--- src/rtl/axi_decerr_slave.sv ---
`default_nettype none
// +--------------------------------------------------------------------------+
// | Module   : axi_decerr_slave                                              |
// | Purpose  : AXI4 default slave; absorbs any burst and answers DECERR.     |
// | Revision : 1.0                                                           |
// +--------------------------------------------------------------------------+
module axi_decerr_slave #(
    parameter int         DATA_WIDTH  = 32,
    parameter int         ID_WIDTH    = 8,
    parameter logic [1:0] RESP        = 2'b11,
    parameter int         COUNT_WIDTH = 16
) (
    input  logic                   clk,
    input  logic                   rst,

    input  logic [ID_WIDTH-1:0]    s_axi_awid,
    input  logic [7:0]             s_axi_awlen,
    input  logic                   s_axi_awvalid,
    output logic                   s_axi_awready,
    input  logic                   s_axi_wlast,
    input  logic                   s_axi_wvalid,
    output logic                   s_axi_wready,
    output logic [ID_WIDTH-1:0]    s_axi_bid,
    output logic [1:0]             s_axi_bresp,
    output logic                   s_axi_bvalid,
    input  logic                   s_axi_bready,

    input  logic [ID_WIDTH-1:0]    s_axi_arid,
    input  logic [7:0]             s_axi_arlen,
    input  logic                   s_axi_arvalid,
    output logic                   s_axi_arready,
    output logic [ID_WIDTH-1:0]    s_axi_rid,
    output logic [DATA_WIDTH-1:0]  s_axi_rdata,
    output logic [1:0]             s_axi_rresp,
    output logic                   s_axi_rlast,
    output logic                   s_axi_rvalid,
    input  logic                   s_axi_rready,

    output logic [COUNT_WIDTH-1:0] wr_err_count,
    output logic [COUNT_WIDTH-1:0] rd_err_count
);

    localparam logic [1:0] W_IDLE = 2'd0;
    localparam logic [1:0] W_DATA = 2'd1;
    localparam logic [1:0] W_RESP = 2'd2;

    localparam logic [1:0] R_IDLE = 2'd0;
    localparam logic [1:0] R_DATA = 2'd1;

    localparam logic [COUNT_WIDTH-1:0] c_count_max = {COUNT_WIDTH{1'b1}};
    localparam logic [COUNT_WIDTH-1:0] c_count_one = COUNT_WIDTH'(1);

    logic [1:0]             r_wstate;
    logic                   r_awready;
    logic                   r_wready;
    logic                   r_bvalid;
    logic [ID_WIDTH-1:0]    r_bid;
    logic [1:0]             r_bresp;

    logic [1:0]             r_rstate;
    logic                   r_arready;
    logic                   r_rvalid;
    logic                   r_rlast;
    logic [ID_WIDTH-1:0]    r_rid;
    logic [1:0]             r_rresp;
    logic [7:0]             r_cnt;

    logic [COUNT_WIDTH-1:0] r_wr_count;
    logic [COUNT_WIDTH-1:0] r_rd_count;

    logic                   w_b_done;
    logic                   w_r_done;
    logic                   w_unused_awlen;

    // Write burst end is decided by wlast alone, so awlen has no function here.
    assign w_unused_awlen = ^s_axi_awlen;

    assign w_b_done = (r_wstate == W_RESP) && r_bvalid && s_axi_bready;
    assign w_r_done = (r_rstate == R_DATA) && r_rvalid && s_axi_rready && (r_cnt == 8'd0);

    // Write channel
    always_ff @(posedge clk) begin
        if (rst) begin
            r_wstate  <= W_IDLE;
            r_awready <= 1'b0;
            r_wready  <= 1'b0;
            r_bvalid  <= 1'b0;
            r_bid     <= '0;
            r_bresp   <= 2'b00;
        end else begin
            r_bresp <= RESP;
            case (r_wstate)
                W_IDLE: begin
                    if (s_axi_awvalid && r_awready) begin
                        r_bid     <= s_axi_awid;
                        r_awready <= 1'b0;
                        r_wready  <= 1'b1;
                        r_wstate  <= W_DATA;
                    end else begin
                        r_awready <= 1'b1;
                    end
                end
                W_DATA: begin
                    if (s_axi_wvalid && r_wready && s_axi_wlast) begin
                        r_wready <= 1'b0;
                        r_bvalid <= 1'b1;
                        r_wstate <= W_RESP;
                    end
                end
                W_RESP: begin
                    if (r_bvalid && s_axi_bready) begin
                        r_bvalid  <= 1'b0;
                        r_awready <= 1'b1;
                        r_wstate  <= W_IDLE;
                    end
                end
                default: begin
                    r_wstate  <= W_IDLE;
                    r_awready <= 1'b0;
                    r_wready  <= 1'b0;
                    r_bvalid  <= 1'b0;
                end
            endcase
        end
    end

    // Read channel; r_cnt holds the number of beats still to follow the current one
    always_ff @(posedge clk) begin
        if (rst) begin
            r_rstate  <= R_IDLE;
            r_arready <= 1'b0;
            r_rvalid  <= 1'b0;
            r_rlast   <= 1'b0;
            r_rid     <= '0;
            r_rresp   <= 2'b00;
            r_cnt     <= 8'd0;
        end else begin
            r_rresp <= RESP;
            case (r_rstate)
                R_IDLE: begin
                    if (s_axi_arvalid && r_arready) begin
                        r_rid     <= s_axi_arid;
                        r_cnt     <= s_axi_arlen;
                        r_arready <= 1'b0;
                        r_rvalid  <= 1'b1;
                        r_rlast   <= (s_axi_arlen == 8'd0);
                        r_rstate  <= R_DATA;
                    end else begin
                        r_arready <= 1'b1;
                    end
                end
                R_DATA: begin
                    if (r_rvalid && s_axi_rready) begin
                        if (r_cnt == 8'd0) begin
                            r_rvalid  <= 1'b0;
                            r_rlast   <= 1'b0;
                            r_arready <= 1'b1;
                            r_rstate  <= R_IDLE;
                        end else begin
                            r_cnt   <= r_cnt - 8'd1;
                            r_rlast <= (r_cnt == 8'd1);
                        end
                    end
                end
                default: begin
                    r_rstate  <= R_IDLE;
                    r_arready <= 1'b0;
                    r_rvalid  <= 1'b0;
                    r_rlast   <= 1'b0;
                end
            endcase
        end
    end

    // Saturating completion counters
    always_ff @(posedge clk) begin
        if (rst) begin
            r_wr_count <= '0;
            r_rd_count <= '0;
        end else begin
            if (w_b_done && (r_wr_count != c_count_max)) begin
                r_wr_count <= r_wr_count + c_count_one;
            end
            if (w_r_done && (r_rd_count != c_count_max)) begin
                r_rd_count <= r_rd_count + c_count_one;
            end
        end
    end

    assign s_axi_awready = r_awready;
    assign s_axi_wready  = r_wready;
    assign s_axi_bid     = r_bid;
    assign s_axi_bresp   = r_bresp;
    assign s_axi_bvalid  = r_bvalid;
    assign s_axi_arready = r_arready;
    assign s_axi_rid     = r_rid;
    assign s_axi_rdata   = '0;
    assign s_axi_rresp   = r_rresp;
    assign s_axi_rlast   = r_rlast;
    assign s_axi_rvalid  = r_rvalid;
    assign wr_err_count  = r_wr_count;
    assign rd_err_count  = r_rd_count;

endmodule
`default_nettype wire

--- config.mk ---
export PLATFORM = sky130hd
export DESIGN_NAME = axi_decerr_slave
export DESIGN_NICKNAME = d
export VERILOG_FILES = /design/src/rtl/axi_decerr_slave.sv
export SDC_FILE = /design/constraint.sdc
export NUM_CORES = 1
export LEC_CHECK = 0
export ABC_AREA = 0
export CORE_MARGIN = 2
export CORE_UTILIZATION = 45
export DETAILED_ROUTE_END_ITERATION = 10
export PLACE_DENSITY = 0.84
export SLEW_MARGIN = 20
export SYNTH_ARGS = -nofsm -noshare
export SYNTH_HDL_FRONTEND = slang
export SYNTH_SLANG_ARGS = --single-unit
export TNS_END_PERCENT = 10
--- constraint.sdc ---
create_clock -name clk -period 2.7 [get_ports clk]
set_input_delay 0.405 -clock clk [delete_from_list [all_inputs] [get_ports clk]]
set_output_delay 0.405 -clock clk [all_outputs]
set_load 0.01 [all_outputs]
== Yosys cells after proc, flatten, opt, wreduce, memory -nomap -nowiden ==
Index checks and enable logic that the tools add are counted.
Cells by class
  add/subtract/negate cells: 3
  equal/unequal tests: 13
  mux-type cells: 34
  bitwise gates (word level): 3
  reductions and logical operators: 28
Operators by type and width (number)
  adder 16 x 1 -> 16 bit, second input constant: 2
  != test 16 bit, second input constant: 2
  two-way mux 8 bit: 3
  logical NOT 8 bit: 2
  case mux 8 bit (2 select lines): 1
  two-way mux 1 bit: 15
  two-way mux 2 bit: 7
  logical AND 1 bit: 13
  AND reduction 3 bit: 4
  AND reduction 2 bit: 5
  case mux 1 bit (3 select lines): 3
  == test 8 x 1 -> 1 bit, second input constant: 1
  != test 2 bit, second input constant: 4
  subtractor 8 x 1 -> 8 bit, second input constant: 1
  != test 2 x 1 -> 1 bit, second input constant: 3
  case mux 1 bit (2 select lines): 3
  case mux 2 bit (3 select lines): 1
  == test 2 x 1 -> 1 bit, second input constant: 2
  logical NOT 2 bit: 2
  case mux 2 bit (2 select lines): 1
  AND reduction 4 bit: 1
  NOT 1 bit: 3
  == test 2 bit, second input constant: 1
  nonzero test 2 bit: 1
Word-level totals
  register bits after elaboration: 68
  bits of input ports: 40
  output and inout port bits: 90
  word-level logic and storage cells: 95

== Logic depth before layout (Yosys ltp) ==
Gate-level depths: netlist (run 1).
  depth after elaboration: 5
  mapped depth: 8
  mapped depth without buffers: 6

== Least setup slack after synthesis (run 1) ==
OpenSTA, ideal clock, no wires.
  path type: reg-to-reg
  from: reg r_rd_count[0] (netlist: rd_err_count[0])
  to: reg r_rd_count[6] (netlist: rd_err_count[6])
  data arrival time: 1.899 ns
  required time: 2.585 ns
  setup slack: 0.687 ns
  stages on the path, launching flop included: 7
  buffers on the path: 1
  clock period less this slack: 2.013 ns
  cell sequence: dfxtp_1 > ha_1 > nand4_1 > nor4_2 > clkbuf_1 > nor4_1 > o21a_1
On the way
  word-level cells in the longest chain between the ends: 2
  elaborated cells between the ends (all ways): 3
  those cells by class: add/sub: 1; eq/ne: 1; reduce/logical: 1
Ends and longest elaborated chain
  start: declaration: RTL line 69  | logic [COUNT_WIDTH-1:0] r_rd_count;
  start signal: assignment: RTL line 185  | r_rd_count <= r_rd_count + c_count_one;
  parallel branches: the longest is 2 deep, another holds adder 16 x 1 -> 16 bit
Several ways; the timed one is not identified.
A chain may end at the register's enable or synchronous reset.

== Worst setup path after layout (run 1) ==
  from: reg r_cnt[0]
  to: reg r_cnt[3]
On the way
  word-level cells in the longest chain between the ends: 4
  elaborated cells between the ends (all ways): 7
  those cells by class: add/sub: 1; eq/ne: 1; mux: 3; reduce/logical: 2
Ends and longest elaborated chain
  start: declaration: RTL line 66  | logic [7:0] r_cnt;
  start signal: assignment: RTL line 143  | r_cnt <= s_axi_arlen;
  start signal: assignment: RTL line 160  | r_cnt <= r_cnt - 8'd1;
  subtractor 8 x 1 -> 8 bit: RTL line 160
  two-way mux 8 bit: RTL line 154  | if (r_cnt == 8'd0) begin
  two-way mux 8 bit: RTL line 153  | if (r_rvalid && s_axi_rready) begin
  case mux 8 bit (2 select lines): RTL line 139  | case (r_rstate)
Parallel ways exist; a longest one is shown, timed or not. The select of a mux whose other input is x is not followed.

==> impl_results.md, run 1 <==
- Initial drt markers: ~150
- First-pass GRT wire length: 14.4 mm
- Worst reg2reg path endpoint: r_cnt[3]
- CP arrival: about 2.6 ns
- Slew margin rel.: 55.3%
- Site row count: 32
- Total number of vias: about 3,400
- Hold Buf Count CTS: 0
- Busiest grt layer: met2
- Routed WL per cell: ~14 um
- RSZ-0062 raised after global routing: false
- CTS Buf Count: 9
- Ant. Diodes: 0
- Hold Crit Depth: 2
- Crit Path Max Fanout: 6
- Tmin final: 2.40 ns
- Min-delay worst type: flip-flop to flip-flop
- Switching pwr: approximately 560 uW
- Die ar.: 8510 sq um
- Async SR Flop Fraction: 0%
- # setup viols final: 0
- Placer Congestion: 0.824
- Vias per cell: 5.61
- Most common flop cell mapped by yosys: dfxtp_1
- Yosys reg bits: between 60 and 70
- Area grow syn2layout: 29.4%
- Power after layout: 2130 uW
- TritonCTS clock tree: done
- Routed wire length: 8.55 mm
- Gr usage total: 20.4%
- Comb power frac: 16.0%
- Sw frac: 26.3%
- Largest net degree at the start of global routing: 44
- Worst skew pair latency: 0.33 ns
- Worst R2R Setup Slack: 0.30 ns
- Highest ir drop seen on vdd: roughly 0.27 mV
- Commonest non-fill, non-tap cell in the layout: clkdlybuf4s50_1
- Maximum clock path buffer count: 2
- Met1 Usage GRT: 24.5%
- M3 GR Usage: 4.85%
- YS warnings: 0
- Netlist Area Pre-Place: ~3500 sq um
- Cts repair resizes: 0
- CP Class: flip-flop to flip-flop
- Setup tns final: 0 ns
- Sequential cell fraction of total power: around 48%
- CP startpoint kind: flip-flop
- Final worst path period share: between 80 and 90%
- Met2 usage: 35.5%
- # fillers: around 700
- Max-slew violations: 0
- Residual DRC: 0
- F_max: 416 MHz
- Die height: 92.2 um
- Antenna-violating nets left: 0
- Worst Tran Pin Value: 0.653 ns
- Initial Utilization: 45.8%
- Io pins: 130
- R2R cell count: 6
- Vias in the first global route: 3,192
- PortBufs: 89
- Worst path required time: between 2 and 3 ns
- RR Startpoint: r_cnt[0]
- Hold Fails Final Rpt: 0
- Synth Instances: 417
- Overflow after GRT: 0
- Postcts setup bufs: 0
- Initial antenna violation count: 0
- Clk slew on worst S/H paths: 0.06 ns
- Setup crit end kind: flip-flop
- Syn Area/Cell: about 8.4 sq um
- Hold Path Sink: s_axi_rid[6]
- CTS root buf: clkbuf_8
- DP Wirelength: about 6.2 mm
- Clock Sinks: 65
- Post-synth EDFFs: 0
- Status: finished, final reports clean
- Most frequent cells in the layout: clkdlybuf4s50_1 (88), dfxtp_1 (65), nand2_1 (40)
- Layout cell share with drive strength beyond 1: under 10%
- Fin nets: 546
- Max Cap Violations: 0
- Clock share of power: 36.0%
- Leak Pwr: 0.00158 uW
- Die W: between 90 and 100 um
- Core Region: 7650 sq um
- Distinct cells, synth: 56
- H-tree level count: 3
- Internal: between 1500 and 2000 uW
- Drt first pass iters: 5
- Sequential fraction of the synthesis area: 37.1%
- P per Cell Area: 471 nW/um^2
- Clock Skews: 0.00815 ns
- Hold path start: s_axi_rid[6]
==> state kept, by name, summed over array words and instances, names as in the netlist, 2 cells and up <==
register / cells
rd_err_count: 16
wr_err_count: 16
r_cnt: 8
s_axi_bid: 8
s_axi_rid: 8
r_wstate: 2
==> power groups by stage <==
stage	Sequential, uW	Clock, uW	Combinational [uW]
2_1_floorplan	1050	0	228
3_3_place_gp	1040	0	330
3_5_place_dp	1050	0	338
4_1_cts	1020	787	340
5_1_grt	1030	825	374
6_report	1030	768	341
==> critical path, stage by stage (launching register included) <==
cell	delay, ns
dfxtp_1	0.36
inv_1	0.12
ha_1	0.22
or4b_2	0.62
o21ai_0	0.50
nand2_1	0.22
a32o_1	0.26
==> per-layer routing <==
| metal | vias up | share of wire, % |
|---|---|---|
| met3 | 11 | 6.4 |
| met4 | 0 | 1.3 |
| met5 | - | 0 |
| li1 | 1654 | - |
| met2 | 123 | 50 |
| met1 | 1617 | 42 |
==> Yosys cell counts (6+ instances only) <==
master    instances  area share (%)
a21oi_1          33             4.7
buf_4            35             7.5
clkbuf_1         14             1.5
dfxtp_1          65              37
inv_1            11             1.2
mux2_2           10             3.2
mux2i_1          10             2.9
nand2_1          40             4.3
nand3_1          21             3.0
nand4_1          11             2.0
nor2_1           28             3.0
nor2b_1          10             1.8
nor3_1            7             1.0
nor4_1            9             1.6
o21ai_0           8             1.1
o31ai_1          10             2.1
o41ai_1           6             1.5
or4_1            16             3.4
==> kinds of logic after synthesis <==
group | after synthesis | share of synthesized area (%)
DFF | 65 | 37.1
AOI/OAI and AO/OA | 89 | 16.8
muxes | 20 | 6.07
and+or+nand+nor | 170 | 27.0
adders and majority gates | 5 | 1.79
other | 1 | 0.107
buffers and inverters | 67 | 11.1
==> cell type report <==
cell class              instances  area (sq um)  area share, %
inverters                      11          41.3          0.911
well taps                     102           128           2.81
clock inverters                 4          45.0          0.993
flip-flops and latches         65          1300           28.7
clock buffers                  11           131           2.90
multi-input cells             316          1930           42.7
repair buffers                 98           953           21.0
==> metrics by stage <==
step	cells	util, %	hold WS, ns	area (sq um)	setup slack [ns]
floorplan	448	-	0.471	3620	0.687
global placement	592	57.0	0.440	4360	0.216
detailed placement	592	57.0	0.450	4360	0.111
CTS	607	59.3	0.459	4530	0.339
global route	607	59.3	0.478	4530	0.182
finish	607	59.3	0.457	4530	0.295
==> worst max-delay path by stage <==
stage,startpoint,slack (ns),depth (start not counted),end
final,r_cnt[0],0.30,6,r_cnt[3]
after global routing,r_cnt[0],0.18,6,r_cnt[3]
after CTS,r_cnt[0],0.34,6,r_cnt[3]
after detailed placement,s_axi_bready,0.11,5,wr_err_count[13]
after global placement,s_axi_bready,0.22,5,wr_err_count[13]
after floorplan,rd_err_count[0],0.69,6,rd_err_count[6]
Note: power is estimated with default switching activity, not from simulation.
==> inputs of run 2 (changes only) <==
Settings changed: CAP_MARGIN set to 20, CTS_CLUSTER_SIZE set to 20.
==> results of run 2 <==
Same layout as run 1: the final DEF is identical, and so are final timing and power.
==> inputs of run 3 (changes only) <==
Settings changed: CELL_PAD_IN_SITES_DETAIL_PLACEMENT set to 0, CELL_PAD_IN_SITES_GLOBAL_PLACEMENT set to 2, CORE_UTILIZATION 45 to 25, PLACE_DENSITY 0.84 to 0.83.
==> run 3 against run 2 <==
Non-clock buffer count increased by 6. Combinational power increased by 5%. Flip-flop and latch count unchanged. Clock power increased by 34%. Die area increased by 76%. Fmax increased by 8.4%. First-iteration DRC count increased by 72%. Register-to-register slack improved by 0.23 ns.
==> impl_results.md, run 3 (synthesized netlist as in run 1, its figures left out) <==
- Crit Path Max Fanout: 9 (was 6)
- Area grow syn2layout: 35.8% (was 29.4%)
- Overflow after GRT: 0 (unchanged)
- Largest net degree at the start of global routing: 42 (was 44)
- Maximum clock path buffer count: 2 (unchanged)
- Placer Congestion: 0.767 (was 0.824)
- Slew margin rel.: 48.3% (was 55.3%)
- CTS root buf: clkbuf_16 (was clkbuf_8)
- # setup viols final: 0 (unchanged)
- Register Area: 1300 sq um (unchanged)
- Antenna-violating nets left: 0 (unchanged)
- Vias in the first global route: 3,168 (was 3,192)
- Core Region: 13,800 sq um (was 7650 sq um)
- Clock Skews: 0.00754 ns (was 0.00815 ns)
- Most frequent cells in the layout: clkdlybuf4s50_1 (88), dfxtp_1 (65), nand2_1 (40) (unchanged)
- Drt first pass iters: 4 (was 5)
- Worst path required time: 2.92 ns (was 2.91 ns)
- Fin nets: 552 (was 546)
- Post-route setup slack: 0.482 ns (was 0.295 ns)
- Die W: 122 um (was 92.2 um)
- Setup tns final: 0 ns (unchanged)
- Final core utilization: 34.5% (was 59.3%)
- RSZ-0062 raised after global routing: false (unchanged)
- Layout cell share with drive strength beyond 1: 9.38% (was 8.51%)
- Residual DRC: 0 (unchanged)
- # fillers: 1,461 (was 697)
- Status: finished, final reports clean (unchanged)
- Inst Count DP: 676 (was 592)
- TritonCTS clock tree: done (unchanged)
- CP arrival: 2.44 ns (was 2.62 ns)
- Routed wire length: 9.46 mm (was 8.55 mm)
- Tmin final: 2.22 ns (was 2.40 ns)
- Ant. Diodes: 0 (unchanged)
- Clk slew on worst S/H paths: 0.05 ns (was 0.06 ns)
- Max-slew violations: 0 (unchanged)
- Setup crit end kind: flip-flop (unchanged)
- Total number of vias: 3,356 (was 3,405)
- Clock Sinks: 65 (unchanged)
- Die ar.: 15,000 sq um (was 8510 sq um)
- Min-delay worst type: flip-flop to flip-flop (unchanged)
- Hold Fails Final Rpt: 0 (unchanged)
- Pre-CTS WS: 0.154 ns (was 0.111 ns)
- DP Wirelength: 6.71 mm (was 6.19 mm)
- Highest ir drop seen on vdd: 0.327 mV (was 0.270 mV)
- Initial Utilization: 25.4% (was 45.8%)
- F_max: 451 MHz (was 416 MHz)
- P per Cell Area: 508 nW/um^2 (was 471 nW/um^2)
- Cts repair resizes: 0 (unchanged)
- Vias per cell: 4.85 (was 5.61)
- Final worst path period share: 82.1% (was 89.1%)
- Worst Tran Pin Value: 0.776 ns (was 0.653 ns)
- CP Class: input port to flip-flop (was flip-flop to flip-flop)
- Worst skew pair latency: 0.34 ns (was 0.33 ns)
- Final std cells w/o fill: 692 (was 607)
- Gr usage total: 13.0% (was 20.4%)
- Die height: 122 um (was 92.2 um)
- H-tree level count: 3 (unchanged)
- Post-DP Area: 4500 sq um (was 4360 sq um)
- Initial drt markers: 249 (was 145)
- First-pass GRT wire length: 15.4 mm (was 14.4 mm)
- Area of the multi-input gates: 1930 sq um (unchanged)
- CP startpoint kind: input port (was flip-flop)
- Site row count: 43 (was 32)
- Initial antenna violation count: 0 (unchanged)
- Routed WL per cell: 13.7 um (was 14.1 um)
- Max Cap Violations: 0 (unchanged)
- Postcts setup bufs: 0 (unchanged)
- Io pins: 130 (unchanged)
- PortBufs: 89 (unchanged)
- Hold Buf Count CTS: 0 (unchanged)
- Leak Pwr: 0.00164 uW (was 0.00158 uW)
- Commonest non-fill, non-tap cell in the layout: clkdlybuf4s50_1 (unchanged)
- CTS Buf Count: 9 (unchanged)
- Post-route design area: 4760 sq um (was 4530 sq um)
-- run 3: cell types whose count changed in the layout (fill, tap and decap cells not counted), sizes merged --
cell	change
clkinvlp	+1
clkinv	-1
buf	+6
clkbuf	+2
bufinv	-1
-- run 3: worst max-delay path, cell delays in order --
cell and delay [ns]:
clkdlybuf4s50_1 0.52, nand4b_1 0.21, or4_1 0.61, nor4_1 0.34, mux2_2 0.36
-- run 3: power by group --
| group | leakage, uW | switching, uW | internal (uW) | total, uW |
|---|---|---|---|---|
| combinational | 0.000986 | 185 | 174 | 359 |
| sequential | 0.000528 | 31.8 | 994 | 1030 |
| clock | 0.000124 | 414 | 618 | 1030 |
-- run 3: worst paths after layout --
check,slack [ns],cells past startpoint,start,endpoint
worst max-delay path,0.48,5,s_axi_bready,wr_err_count[13]
worst min-delay path,0.46,2,s_axi_rid[0],s_axi_rid[0]
worst max register to register,0.53,7,r_cnt[0],rd_err_count[7]
worst min register to register,0.46,2,s_axi_rid[0],s_axi_rid[0]
-- run 3: area by class of cell --
type | count | share of cell area, %
Clock buffer | 13 | 5.05
Clock inverter | 3 | 0.368
Inverter | 11 | 0.868
Multi-Input combinational cell | 316 | 40.7
Sequential cell | 65 | 27.3
Tap cell | 180 | 4.73
Timing Repair Buffer | 104 | 21.0
-- run 3: per-layer routing --
metal	vias up	share of wire, %	global-route usage, %
met5	-	0	0
met4	0	1.2	4.02
met2	92	48	20.9
met1	1594	44	15.8
li1	1660	-	-
met3	10	6.6	5.58
-- run 3: per-stage QoR --
stage / hold WS (ns) / power, uW
floorplan: 0.471 / 1280
global placement: 0.444 / 1400
detailed placement: 0.454 / 1410
CTS: 0.463 / 2480
global route: 0.490 / 2550
finish: 0.456 / 2420
